### src/rtl/gb_alu_pkg.sv
// Shared definitions for the Game Boy 8-bit ALU datapath and its issue sequencer.
// Holds alu8 opcodes, flag bit positions, the sequencer state enum and decode helpers.
package gb_alu_pkg;

    localparam logic [3:0] OP_ADD  = 4'd0;
    localparam logic [3:0] OP_ADC  = 4'd1;
    localparam logic [3:0] OP_SUB  = 4'd2;
    localparam logic [3:0] OP_SBC  = 4'd3;
    localparam logic [3:0] OP_CP   = 4'd4;
    localparam logic [3:0] OP_AND  = 4'd5;
    localparam logic [3:0] OP_OR   = 4'd6;
    localparam logic [3:0] OP_XOR  = 4'd7;
    localparam logic [3:0] OP_INC  = 4'd8;
    localparam logic [3:0] OP_DEC  = 4'd9;
    localparam logic [3:0] OP_SWAP = 4'd10;

    localparam int FLAG_Z = 7;
    localparam int FLAG_N = 6;
    localparam int FLAG_H = 5;
    localparam int FLAG_C = 4;

    typedef enum logic [1:0] {
        ST_IDLE = 2'd0,
        ST_MEM  = 2'd1,
        ST_EXEC = 2'd2
    } state_e;

    // Opcode bits [5:3] select the arithmetic group; note XOR/OR order differs from alu8 numbering.
    function automatic logic [3:0] group_to_op(input logic [2:0] grp);
        case (grp)
            3'd0:    return OP_ADD;
            3'd1:    return OP_ADC;
            3'd2:    return OP_SUB;
            3'd3:    return OP_SBC;
            3'd4:    return OP_AND;
            3'd5:    return OP_XOR;
            3'd6:    return OP_OR;
            default: return OP_CP;
        endcase
    endfunction

    function automatic logic inst_legal(input logic [7:0] inst);
        return (inst[7:6] == 2'b10) || (inst[7:6] == 2'b11 && inst[2:0] == 3'b110);
    endfunction

endpackage

### src/rtl/gb_alu_issue.sv
// Issue/writeback sequencer for 8-bit ALU instructions: gathers the operand,
// runs one alu8 execute cycle, then writes back A and F.
module gb_alu_issue
    import gb_alu_pkg::*;
#(
    parameter logic [7:0] A_RESET = 8'h01,
    parameter logic [7:0] F_RESET = 8'hB0
) (
    input  logic        clk,
    input  logic        rst_n,
    input  logic        in_valid,
    output logic        in_ready,
    input  logic [7:0]  in_inst,
    input  logic [7:0]  in_imm,
    output logic [2:0]  rf_sel,
    input  logic [7:0]  rf_data,
    input  logic [15:0] hl,
    output logic        mem_req,
    output logic [15:0] mem_addr,
    input  logic        mem_ack,
    input  logic [7:0]  mem_rdata,
    output logic [7:0]  alu_a,
    output logic [7:0]  alu_b,
    output logic [3:0]  alu_op,
    output logic        alu_cin,
    input  logic [7:0]  alu_res,
    input  logic [7:0]  alu_flags,
    output logic [7:0]  a_out,
    output logic [7:0]  f_out,
    output logic        done,
    output logic        illegal
);

    localparam logic [7:0] F_INIT = {F_RESET[7:4], 4'b0000};

    state_e      state_q, state_d;
    logic [7:0]  a_q, a_d;
    logic [7:0]  f_q, f_d;
    logic [7:0]  opnd_q, opnd_d;
    logic [3:0]  op_q, op_d;
    logic        cin_q, cin_d;
    logic [15:0] addr_q, addr_d;
    logic        done_q, done_d;
    logic        illegal_q, illegal_d;
    logic        unused_flags;

    assign unused_flags = ^alu_flags[3:0];

    always_ff @(posedge clk or negedge rst_n) begin
        if (!rst_n) begin
            state_q   <= ST_IDLE;
            a_q       <= A_RESET;
            f_q       <= F_INIT;
            opnd_q    <= 8'd0;
            op_q      <= OP_ADD;
            cin_q     <= 1'b0;
            addr_q    <= 16'd0;
            done_q    <= 1'b0;
            illegal_q <= 1'b0;
        end else begin
            state_q   <= state_d;
            a_q       <= a_d;
            f_q       <= f_d;
            opnd_q    <= opnd_d;
            op_q      <= op_d;
            cin_q     <= cin_d;
            addr_q    <= addr_d;
            done_q    <= done_d;
            illegal_q <= illegal_d;
        end
    end

    always_comb begin
        state_d   = state_q;
        a_d       = a_q;
        f_d       = f_q;
        opnd_d    = opnd_q;
        op_d      = op_q;
        cin_d     = cin_q;
        addr_d    = addr_q;
        done_d    = 1'b0;
        illegal_d = 1'b0;
        case (state_q)
            ST_IDLE: begin
                if (in_valid) begin
                    if (!inst_legal(in_inst)) begin
                        illegal_d = 1'b1;
                    end else begin
                        op_d  = group_to_op(in_inst[5:3]);
                        cin_d = f_q[FLAG_C];
                        if (in_inst[7:6] == 2'b11) begin
                            opnd_d  = in_imm;
                            state_d = ST_EXEC;
                        end else if (in_inst[2:0] == 3'd6) begin
                            addr_d  = hl;
                            state_d = ST_MEM;
                        end else if (in_inst[2:0] == 3'd7) begin
                            opnd_d  = a_q;
                            state_d = ST_EXEC;
                        end else begin
                            opnd_d  = rf_data;
                            state_d = ST_EXEC;
                        end
                    end
                end
            end
            ST_MEM: begin
                if (mem_ack) begin
                    opnd_d  = mem_rdata;
                    state_d = ST_EXEC;
                end
            end
            ST_EXEC: begin
                // CP only produces flags; the accumulator keeps its value.
                if (op_q != OP_CP) begin
                    a_d = alu_res;
                end
                f_d     = {alu_flags[7:4], 4'b0000};
                done_d  = 1'b1;
                state_d = ST_IDLE;
            end
            default: state_d = ST_IDLE;
        endcase
    end

    assign in_ready = (state_q == ST_IDLE);
    assign rf_sel   = in_inst[2:0];
    assign mem_req  = (state_q == ST_MEM);
    assign mem_addr = addr_q;
    assign alu_a    = a_q;
    assign alu_b    = opnd_q;
    assign alu_op   = op_q;
    assign alu_cin  = cin_q;
    assign a_out    = a_q;
    assign f_out    = f_q;
    assign done     = done_q;
    assign illegal  = illegal_q;

endmodule
### config.mk
export PLATFORM = sky130hd
export DESIGN_NAME = gb_alu_issue
export DESIGN_NICKNAME = d
export VERILOG_FILES = /design/src/rtl/gb_alu_pkg.sv /design/src/rtl/gb_alu_issue.sv
export SDC_FILE = /design/constraint.sdc
export NUM_CORES = 1
export LEC_CHECK = 0
export BUFFER_PORTS_ARGS = -buffer_cell sky130_fd_sc_hd__clkbuf_2
export CELL_PAD_IN_SITES_DETAIL_PLACEMENT = 1
export CELL_PAD_IN_SITES_GLOBAL_PLACEMENT = 1
export CORE_AREA = 2 2 90 92
export DETAILED_ROUTE_END_ITERATION = 16
export DIE_AREA = 0 0 92 94
export PLACE_DENSITY = 0.76
export SKIP_LAST_GASP = 1
export SYNTH_ARGS = -nofsm -noshare
export SYNTH_HDL_FRONTEND = slang
export SYNTH_SLANG_ARGS = --single-unit
export TNS_END_PERCENT = 50
### constraint.sdc
create_clock -name clk -period 1.4 [get_ports clk]
set_input_delay 0.14 -clock clk [delete_from_list [all_inputs] [get_ports clk]]
set_output_delay 0.14 -clock clk [all_outputs]
set_load 0.02 [all_outputs]
==> impl_summary.txt, run 1 <==
----------------------------------------------------
[Setup path]
  Critical path startpoint ... state_q[1]$_DFFE_PN0P_
  Category of the worst setup path capture point ... flip-flop
  Highest fanout seen on the critical path ... 9
  Worst R2R End ... alu_b[2]$_DFFE_PN0P_
  Termination of the worst setup path ... alu_b[2]$_DFFE_PN0P_
  Class of the most critical setup path ... flip-flop to flip-flop
  Minimum setup slack among reg-to-reg paths ... -0.12 ns
  Sort of element at the start of the critical path ... flip-flop
  Signal arrival time at the worst endpoint ... 1.69 ns
  Worst R2R Path Depth ... 5
  Worst endpoint required time ... 1.57 ns
  Worst flop-to-flop path startpoint ... state_q[1]$_DFFE_PN0P_

[Layout]
  Area growth from synthesis to layout ... 47.2%
  Final net count ... 357
  Sequential cell area in the final layout ... 1110 sq um
  Multi-input combinational cell area ... 877 sq um
  Post-Route Utilization ... 40.3%
  Fill cell instance count of the final layout ... 886
  Number of diodes added for antenna fixing ... 0
  Fraction of final layout cells sized beyond drive strength 1 ... 69.0%

[Synthesis]
  Mean cell area of the mapped netlist ... 12.8 sq um
  Proportion of synthesized chip area in sequential cells ... 53.1%
  Summed instance area of the synthesized netlist ... 2080 sq um
  Register bit count reported by yosys ... 44
  Post-synthesis instance total ... 163
  Cell variety after synth ... 25
  YS warnings ... 0

[Detailed routing]
  Iter 0 DRT Violations ... 23
  Via count ... 1697
  Detailed-route wire length per cell ... 15.2 um
  Remaining antenna violation count after routing ... 0
  Per-cell via count in the routed design ... 4.33
  Remaining routing DRC violations ... 0
  Count of TritonRoute iterations in the first routing pass ... 4
  Overall routed net length ... 5.96 mm

[Timing]
  Final setup violation count ... 16
  Endpoints failing hold ... 0
  Highest clock frequency the design can meet ... 658 MHz
  Setup repair after global routing missed its margin ... true
  Worst setup margin ... -0.119 ns
  Number of pins with negative max-slew slack in the final report ... 0
  Worst-case clock skew ... 0.00862 ns
  Setup total negative slack ... -1.19 ns
  Period minus WS final ... 1.52 ns
  Final-layout worst hold slack ... 0.0699 ns
  Final critical-path share of the clock period ... 109%

[Power and ir drop]
  Seq pwr share ... 41.0%
  Switching power share of the total ... 35.9%
  Share of total power in combinational logic ... 36.3%
  Reported leakage power ... 0.00159 uW
  Net switching power figure ... 1620 uW
  Portion of total power attributed to the clock network ... 22.8%
  Internal power ... 2890 uW
  Highest ir drop seen on vdd ... 0.487 mV
  Total power divided by cell area ... 1470 nW/um^2

[Floorplan]
  Horizontal extent of the die ... 92 um
  IO Pins ... 128
  Die span in y ... 94 um
  Die outline area ... 8650 sq um
  Number of rows created at floorplan ... 32
  Starting density of the core ... 27.4%
  Area of the core region ... 7610 sq um

[Global route]
  Initial antenna violation count ... 0
  Largest net degree at the start of global routing ... 23
  Gr ovfl total ... 0
  Number of global-route vias before repair ... 1839
  Overall Global Routing Usage ... 13.5%
  Global-route wire length before repair ... 8.96 mm

[Run status]
  Status ... finished, violations left
  Failing checks ... negative setup slack

[Min path]
  Cell count of the worst hold path ... 3
  Hold/Removal Path Class ... input port to flip-flop

[Clock network]
  Total clock buffers created by CTS ... 5
  TritonCTS clock tree ... built
  Max H-tree Level ... 2
  Clock transition at the registers of the reported paths ... 0.09 ns
  Clock tree sinks ... 44
  Longest Clk Path Bufs ... 2
  Clock tree root buffer cell ... clkbuf_8
  Source-to-sink clock delay at the later pin of the worst-skew pair ... 0.29 ns

[Placement]
  Detailed placer's ending HPWL ... 4.53 mm
  DP Worst Slack ... -0.184 ns
  Weighted congestion reported at the end of routability-driven placement ... 0.705
  Count of input and output buffers ... 118

[Flow run]
  Maximum capacitance violations ... 0

----------------------------------------------------
==> layout make-up <==
cell class	count	share of cell area, %
Sequential cell	44	36.1
Multi-Input combinational cell	92	28.6
Timing Repair Buffer	135	25.7
Tap cell	102	4.16
Clock buffer	6	2.69
Inverter	11	1.47
Clock inverter	2	1.26
==> cell usage after synthesis <==
master | count | area [sq um]
dfrtp_1 | 40 | 1000
mux2_2 | 39 | 439
buf_4 | 16 | 120
inv_1 | 11 | 41.3
nor2_1 | 10 | 37.5
mux2i_1 | 9 | 90.1
a221oi_1 | 8 | 70.1
buf_2 | 4 | 20.0
dfstp_2 | 4 | 105
nand2_1 | 4 | 15.0
and3_1 | 3 | 18.8
o21ai_0 | 2 | 10.0
a21boi_2 | 1 | 11.3
a21oi_1 | 1 | 5.00
a21oi_2 | 1 | 8.76
a32oi_4 | 1 | 27.5
buf_1 | 1 | 3.75
conb_1 | 1 | 3.75
mux2_1 | 1 | 11.3
nand2_2 | 1 | 6.26
nand2b_1 | 1 | 6.26
nor2b_1 | 1 | 6.26
nor3_1 | 1 | 5.00
or3_4 | 1 | 11.3
xnor2_1 | 1 | 8.76
==> layer usage <==
layer	global-route usage [%]	part of all wire (%)
met5	0	0
met4	4.10	0.49
met2	26.1	56
met1	14.6	39
met3	2.81	4.6
==> worst min-delay path by stage <==
stage	slack [ns]	startpoint	end
5_1_grt	0.06	alu_flags[5]	f_out[5]$_DFFE_PN1P_
4_1_cts	0.05	in_valid	illegal$_DFF_PN0_
6_report	0.07	in_valid	illegal$_DFF_PN0_
2_1_floorplan	-0.16	rst_n	a_out[1]$_DFFE_PN0P_
3_5_place_dp	0.16	rst_n	a_out[6]$_DFFE_PN0P_
3_3_place_gp	0.14	rst_n	a_out[6]$_DFFE_PN0P_
==> placed cells by master, fill, tap and decap left out, drive strengths merged, types with 3 or more instances in the layout <==
cell,n
conb,5
dfstp,4
buf,17
mux2,40
nand2,6
a221oi,8
clkbuf,123
and3,3
mux2i,9
inv,10
nor2,10
dfrtp,40
==> through the flow <==
| step | cell area (sq um) | total power (uW) | instances |
|---|---|---|---|
| after detailed placement | 2860 | 3510 | 380 |
| final | 3070 | 4520 | 392 |
| after global placement | 2860 | 3460 | 380 |
| after CTS | 3010 | 4590 | 389 |
| after floorplan | 2140 | 2940 | 167 |
| after global routing | 3070 | 4780 | 392 |
==> cell families (layout without fill, tap and decap cells) <==
logic type             after synthesis  in the layout  synth area share (%)
AO/OA/AOI/OAI                       14             14                  6.37
XOR/XNOR                             1              1                 0.420
buffers and inverters               32            154                  8.89
flip-flops                          44             44                  53.1
multiplexers                        49             49                  25.9
other                                1              5                 0.180
AND/OR/NAND/NOR                     22             23                  5.11
==> flip-flops by register name (all words and copies together), names as in the netlist <==
signal    cells
a_out         8
alu_b         8
alu_cin       1
alu_op        3
done          1
f_out         4
illegal       1
mem_addr     16
state_q       2
==> timing repair <==
| action | 4_1_cts | 5_1_grt |
|---|---|---|
| hold endpoints to repair | 40 | 0 |
| pin swaps | 0 | 1 |
| hold buffers | 1 | 0 |
| resized for setup | 5 | 9 |
| gates cloned | 0 | 1 |
| endpoints found under the setup margin | 37 | 37 |
| setup buffers | 0 | 2 |
==> power groups by stage <==
stage / Clock, uW / Combinational, uW / Sequential [uW]
global placement: 0 / 1610 / 1850
floorplan: 0 / 681 / 2260
global route: 1120 / 1750 / 1910
finish: 1030 / 1640 / 1850
detailed placement: 0 / 1640 / 1880
CTS: 1080 / 1650 / 1850
==> worst max-delay path, stage by stage, from the launching register on <==
cell	delay, ns
dfrtp_1	0.41
nand2b_4	0.17
clkinvlp_4	0.12
a32oi_4	0.21
buf_12	0.16
mux2_2	0.33
Power figures use the tool's default switching activity.
==> run 2, diff against run 1 <==
--- a/config.mk
+++ b/config.mk
@@ -5,13 +5,14 @@
 export SDC_FILE = /design/constraint.sdc
 export NUM_CORES = 1
 export LEC_CHECK = 0
+export ABC_AREA = 1
 export BUFFER_PORTS_ARGS = -buffer_cell sky130_fd_sc_hd__clkbuf_2
 export CELL_PAD_IN_SITES_DETAIL_PLACEMENT = 1
 export CELL_PAD_IN_SITES_GLOBAL_PLACEMENT = 1
-export CORE_AREA = 2 2 90 92
+export CORE_AREA = 2 2 93 95
 export DETAILED_ROUTE_END_ITERATION = 16
-export DIE_AREA = 0 0 92 94
-export PLACE_DENSITY = 0.76
+export DIE_AREA = 0 0 95 97
+export PLACE_DENSITY = 0.78
 export SKIP_LAST_GASP = 1
 export SYNTH_ARGS = -nofsm -noshare
 export SYNTH_HDL_FRONTEND = slang
==> run 2 against run 1 <==
The run now ends clean; cell count grew 24%; synthesized cell count rose by 55%; sequential power increased by 19%; combinational power up 81%; fmax is 9.9% higher; via count rose by 29%; critical path depth down 1; design area up 2.1%; largest power group is now combinational logic.
==> impl_summary.txt, run 2 <==
----------------------------------------------------
[Synthesis]
  YS warnings ... 0
  Cells taking the most area after synthesis ... dfrtp_1, nand2_1, buf_4, mux2_2, dfstp_2
  Cell types with the highest counts after synthesis ... nand2_1, dfrtp_1, buf_4, nand3_1, mux2_2
  Share of synthesized flip-flops with an asynchronous set or reset ... 100%
  Primary flip-flop cell chosen by synthesis mapping ... dfrtp_1
  Register bit count reported by yosys ... 44
  Portion of netlist area occupied by mux cells ... 5.58%
  Main combinational cell family by area after synthesis ... simple AND/OR/NAND/NOR gates
  Most numerous cell in the Yosys netlist ... nand2_1
  Fraction of the mapped netlist area in simple logic gates ... 32.1%
  Post-synthesis compound-gate area fraction ... 2.76%
  Synthesized-area fraction occupied by adder cells ... 0%
  Leading area contributor after synthesis ... dfrtp_1
  Mean cell area of the mapped netlist ... 8.77 sq um
  Post-synthesis instance total ... 253
  Xor and xnor fraction of the mapped netlist area ... 0.395%
  Portion of synthesized cell area occupied by the leading cell type ... 45.1%
  EDFF count, synth ... 0
  Proportion of synthesized chip area in sequential cells ... 49.8%
  Summed instance area of the synthesized netlist ... 2220 sq um
  Cell variety after synth ... 25

[Timing]
  Endpoints failing hold ... 0
  Final critical-path share of the clock period ... 98.8%
  Highest clock frequency the design can meet ... 723 MHz
  Period minus WS final ... 1.38 ns
  Setup repair after global routing missed its margin ... true
  Final setup violation count ... 0
  Number of pins with negative max-slew slack in the final report ... 0
  Worst-case clock skew ... 0.00681 ns

[Power and ir drop]
  Highest ir drop seen on vdd ... 0.810 mV
  Reported leakage power ... 0.00174 uW
  Total power divided by cell area ... 1930 nW/um^2

[Layout]
  Largest register FFs ... 16
  Number of diodes added for antenna fixing ... 0
  Most common cell after layout, fill and taps aside ... clkbuf_2
  Area growth from synthesis to layout ... 41.0%
  Final net count ... 449
  Fill cell instance count of the final layout ... 1016
  Most frequent cells in the layout ... clkbuf_2, nand2_1, dfrtp_1
  Final standard cell count with taps included and fillers excluded ... 487
  Post-Route Utilization ... 38.5%
  Fraction of final layout cells sized beyond drive strength 1 ... 50.3%

[Placement]
  Count of input and output buffers ... 118
  Weighted congestion reported at the end of routability-driven placement ... 0.724
  Detailed placer's ending HPWL ... 4.97 mm
  Post-placement cell count ... 469

[Detailed routing]
  Per-cell via count in the routed design ... 4.49
  Overall routed net length ... 6.99 mm
  Remaining antenna violation count after routing ... 0
  Via count ... 2189
  Remaining routing DRC violations ... 0
  Iter 0 DRT Violations ... 36
  Count of TritonRoute iterations in the first routing pass ... 4
  Detailed-route wire length per cell ... 14.4 um

[Floorplan]
  Starting density of the core ... 27.3%
  Die outline area ... 9220 sq um
  Area of the core region ... 8130 sq um
  Number of rows created at floorplan ... 33
  Die span in y ... 97 um
  IO Pins ... 128
  Horizontal extent of the die ... 95 um

[Setup path]
  Minimum setup slack among reg-to-reg paths ... 0.03 ns
  Signal arrival time at the worst endpoint ... 1.24 ns
  Worst flop-to-flop path startpoint ... state_q[1]$_DFFE_PN0P_
  Worst R2R End ... alu_b[7]$_DFFE_PN0P_
  Class of the most critical setup path ... flip-flop to output pin
  Worst R2R Path Depth ... 7
  Sort of element at the start of the critical path ... flip-flop
  Critical path startpoint ... state_q[1]$_DFFE_PN0P_
  Category of the worst setup path capture point ... output pin
  Worst endpoint required time ... 1.26 ns
  Highest fanout seen on the critical path ... 4

[Flow run]
  Maximum capacitance violations ... 0

[Run status]
  Status ... complete, no violations

[Min path]
  Cell count of the worst hold path ... 3
  Hold/Removal Path Class ... input port to flip-flop
  Startpoint of the tightest hold check path ... hl[5]
  Destination of the worst hold path ... mem_addr[5]$_DFFE_PN0P_

[Clock network]
  Longest Clk Path Bufs ... 2
  Max H-tree Level ... 2
  Source-to-sink clock delay at the later pin of the worst-skew pair ... 0.30 ns
  Clock transition at the registers of the reported paths ... 0.09 ns
  Clock tree root buffer cell ... clkbuf_8
  Total clock buffers created by CTS ... 5
  TritonCTS clock tree ... built
  Clock tree sinks ... 44

[Global route]
  Number of global-route vias before repair ... 2267
  Initial antenna violation count ... 0
  Global-route wire length before repair ... 10.4 mm
  Overall Global Routing Usage ... 14.3%
  Largest net degree at the start of global routing ... 45
  Gr ovfl total ... 0

----------------------------------------------------
run 2: worst max path at each step:
stage                                    end  slack [ns]  cells after the start
finish                               mem_req        0.02                      4
global route            alu_b[1]$_DFFE_PN0P_       -0.02                      7
CTS                                  mem_req       -0.03                      4
detailed placement      alu_b[1]$_DFFE_PN0P_       -0.03                      6
global placement        alu_b[0]$_DFFE_PN0P_        0.03                      6
floorplan           mem_addr[10]$_DFFE_PN0P_       0.009                      7
run 2: power breakdown:
| group | internal, uW | total [uW] | switching, uW |
|---|---|---|---|
| sequential | 1830 | 2210 | 378 |
| combinational | 1110 | 2970 | 1860 |
| clock | 404 | 849 | 445 |
run 2: routing by layer:
metal / share of wire (%) / GRT usage, % / up-vias
li1: - / - / 1053
met1: 42 / 16.7 / 1033
met2: 49 / 25.5 / 97
met3: 7.8 / 3.89 / 6
met4: 0.74 / 3.34 / 0
met5: 0 / 0 / -
run 2: logic make-up after synthesis:
| kind of cell | Yosys count |
|---|---|
| and+or+nand+nor | 155 |
| DFF | 44 |
| buffers and inverters | 30 |
| AOI/OAI and AO/OA | 11 |
| muxes | 11 |
| xor gates and xnor gates | 1 |
| other | 1 |
run 2: what timing repair did:
action	in CTS	in global routing
cloned	0	3
hold buffers	1	0
gates resized for setup	6	15
endpoints found under the setup margin	25	26
buffers inserted	4	2
endpoints found under the hold margin	40	0
pin swaps	0	5
run 2: worst max-delay path, cell delays in order, from the launching register on:
cell     delay [ns]
dfrtp_2        0.46
buf_4          0.15
nor2_4         0.11
buf_6          0.11
buf_6          0.11
run 2: layout make-up:
| class | instances | area [sq um] | area share (%) |
|---|---|---|---|
| Sequential cell | 44 | 1110 | 35.4 |
| Multi-Input combinational cell | 186 | 1010 | 32.2 |
| Timing Repair Buffer | 136 | 763 | 24.4 |
| Tap cell | 105 | 131 | 4.20 |
| Clock buffer | 8 | 90.1 | 2.88 |
| Inverter | 8 | 30.0 | 0.959 |
run 2: through the flow:
step	hold slack (ns)	setup slack (ns)	power (uW)	area [sq um]	TNS, ns
after CTS	0.0225	-0.0332	5950	3040	-0.0332
after detailed placement	0.146	-0.0286	4980	2890	-0.157
after global routing	0.0420	-0.0225	6450	3130	-0.208
after floorplan	-0.156	0.00865	4040	2230	0
final	0.0309	0.0171	6030	3130	0
after global placement	0.144	0.0291	4890	2890	0
==> run 3, diff against run 2 <==
==> constraint.sdc (replaced) <==
create_clock -name clk -period 1.4 [get_ports clk]
set_input_delay 0.14 -clock clk [delete_from_list [all_inputs] [get_ports clk]]
set_output_delay 0.14 -clock clk [all_outputs]
set_load 0.1 [all_outputs]
==> run 3 against run 2 <==
Sequential cell count unchanged; clock-buffer cell count decreased by 2; clock skew increased by 0.00085 ns; via count decreased by 2.9%; cell count decreased by 1.0%; first-iteration DRC count decreased by 31%; critical endpoint is now in_ready.
==> impl_summary.txt, run 3 (same netlist as run 2, synthesis figures left out) <==
----------------------------------------------------
[Timing]
  Number of pins with negative max-slew slack in the final report ... 0
  Transition time at the pin with the least slew margin ... 0.554 ns
  Worst slew margin ... 63.2%
  Worst-case clock skew ... 0.00766 ns
  Setup total negative slack ... 0 ns
  Period minus WS final ... 1.39 ns
  Setup repair after global routing missed its margin ... true
  Highest clock frequency the design can meet ... 721 MHz
  Endpoints failing hold ... 0
  Final critical-path share of the clock period ... 99.0%
  Final setup violation count ... 0

[Clock network]
  Max H-tree Level ... 2
  Clock transition at the registers of the reported paths ... 0.09 ns
  Total clock buffers created by CTS ... 5
  TritonCTS clock tree ... built
  Clock tree root buffer cell ... clkbuf_8
  Clock tree sinks ... 44
  Longest Clk Path Bufs ... 2
  Source-to-sink clock delay at the later pin of the worst-skew pair ... 0.30 ns

[Setup path]
  Sort of element at the start of the critical path ... flip-flop
  Series of cell instances along the critical path ... nor2_4 > buf_4 > buf_12
  Signal arrival time at the worst endpoint ... 1.25 ns
  Kind of cell with the highest combined delay on the critical path ... flip-flops
  Worst endpoint required time ... 1.26 ns
  Slowest CP cell ... dfrtp_2
  Buffering stage count on the worst path with inverters included ... 2
  Class of the most critical setup path ... flip-flop to output pin
  Worst stage delay on the critical path ... 0.44 ns
  Highest fanout seen on the critical path ... 4
  Category of the worst setup path capture point ... output pin

[Layout]
  Sequential cell area in the final layout ... 1110 sq um
  Most frequent cells in the layout ... nand2_1, clkbuf_2, dfrtp_1
  Fraction of final layout cells sized beyond drive strength 1 ... 49.9%
  Largest register FFs ... 16
  Final instance area ... 3230 sq um
  Area growth from synthesis to layout ... 45.5%
  Post-Route Utilization ... 39.7%
  Multi-input combinational cell area ... 987 sq um
  Number of diodes added for antenna fixing ... 0
  Fill cell instance count of the final layout ... 992
  Most common cell after layout, fill and taps aside ... nand2_1
  Final net count ... 444

[Floorplan]
  Horizontal extent of the die ... 95 um
  Die span in y ... 97 um
  Number of rows created at floorplan ... 33
  Starting density of the core ... 27.3%
  Die outline area ... 9220 sq um
  Area of the core region ... 8130 sq um
  IO Pins ... 128

[Global route]
  Initial antenna violation count ... 0
  Global-route wire length before repair ... 10.5 mm
  Largest net degree at the start of global routing ... 45
  Number of global-route vias before repair ... 2253
  Overall Global Routing Usage ... 14.4%
  Gr ovfl total ... 0

[Detailed routing]
  Remaining routing DRC violations ... 0
  Per-cell via count in the routed design ... 4.41
  Via count ... 2126
  Remaining antenna violation count after routing ... 0
  Detailed-route wire length per cell ... 13.9 um
  Count of TritonRoute iterations in the first routing pass ... 4
  Iter 0 DRT Violations ... 25
  Overall routed net length ... 6.72 mm

[Placement]
  Placement Cell Area ... 3020 sq um
  Count of input and output buffers ... 118
  Weighted congestion reported at the end of routability-driven placement ... 0.741
  Detailed placer's ending HPWL ... 5.06 mm

[Min path]
  Hold/Removal Path Class ... input port to flip-flop

[Run status]
  Status ... complete, no violations

[Flow run]
  Maximum capacitance violations ... 0

----------------------------------------------------
-- run 3: cell types whose count changed in the layout (fill, tap and decap cells not counted), sizes merged --
cell and change:
nand2 -2, buf +14, clkinv +2, clkbuf -19
-- run 3: final timing paths --
| path | from | endpoint | slack (ns) | depth (start not counted) |
|---|---|---|---|---|
| min in group asynchronous | rst_n | alu_b[1]$_DFFE_PN0P_ | 0.36 | 3 |
| hold / removal | hl[5] | mem_addr[5]$_DFFE_PN0P_ | 0.03 | 3 |
| hold reg to reg | alu_b[6]$_DFFE_PN0P_ | alu_b[6]$_DFFE_PN0P_ | 0.48 | 2 |
| max in group asynchronous | rst_n | a_out[0]$_DFFE_PN1P_ | 0.75 | 3 |
| setup reg to reg | state_q[0]$_DFFE_PN0P_ | alu_b[0]$_DFFE_PN0P_ | 0.03 | 7 |
| setup / recovery | state_q[0]$_DFFE_PN0P_ | in_ready | 0.01 | 3 |
-- run 3: per-layer routing --
layer | routed length (um) | global-route usage [%] | vias up
li1 | - | - | 1034
met1 | 2670 | 16.3 | 994
met2 | 3330 | 25.8 | 90
met3 | 634 | 4.75 | 8
met4 | 79 | 3.68 | 0
met5 | 0 | 0 | -
-- run 3: timing repair --
action                                 in CTS  in global routing
resized for setup                           2                 11
setup buffers                               2                  2
gates cloned                                0                  1
pin swaps                                   0                  1
endpoints found under the hold margin      40                  0
setup endpoints to repair                  26                 29
hold buffers                                1                  0
-- run 3: cell type report --
class	count	share of cell area, %
clock buffers	6	2.56
clock inverters	2	0.310
inverters	8	0.930
multi-input cells	184	30.6
flip-flops and latches	44	34.3
well taps	105	4.07
repair buffers	133	27.2
-- run 3: per-stage QoR --
step	worst slack [ns]	cells	hold slack (ns)
4_1_cts	-0.0208	479	0.0260
5_1_grt	-0.0532	482	0.0245
2_1_floorplan	-0.394	257	-0.156
3_3_place_gp	0.0640	468	0.142
6_report	0.0135	482	0.0305
3_5_place_dp	-0.0266	468	0.159
-- run 3: worst reg2reg max path, stage by stage, from the launching register on --
cell	delay, ns
dfrtp_2	0.44
nor2_4	0.18
nand2_4	0.10
o21ai_4	0.25
inv_2	0.07
nand2_4	0.13
nand2_1	0.08
nand2_1	0.06
Power of run 3 is left out: the tool's default activity adds up to more than one toggle a clock period on the data nets, which glitch-free logic cannot reach.
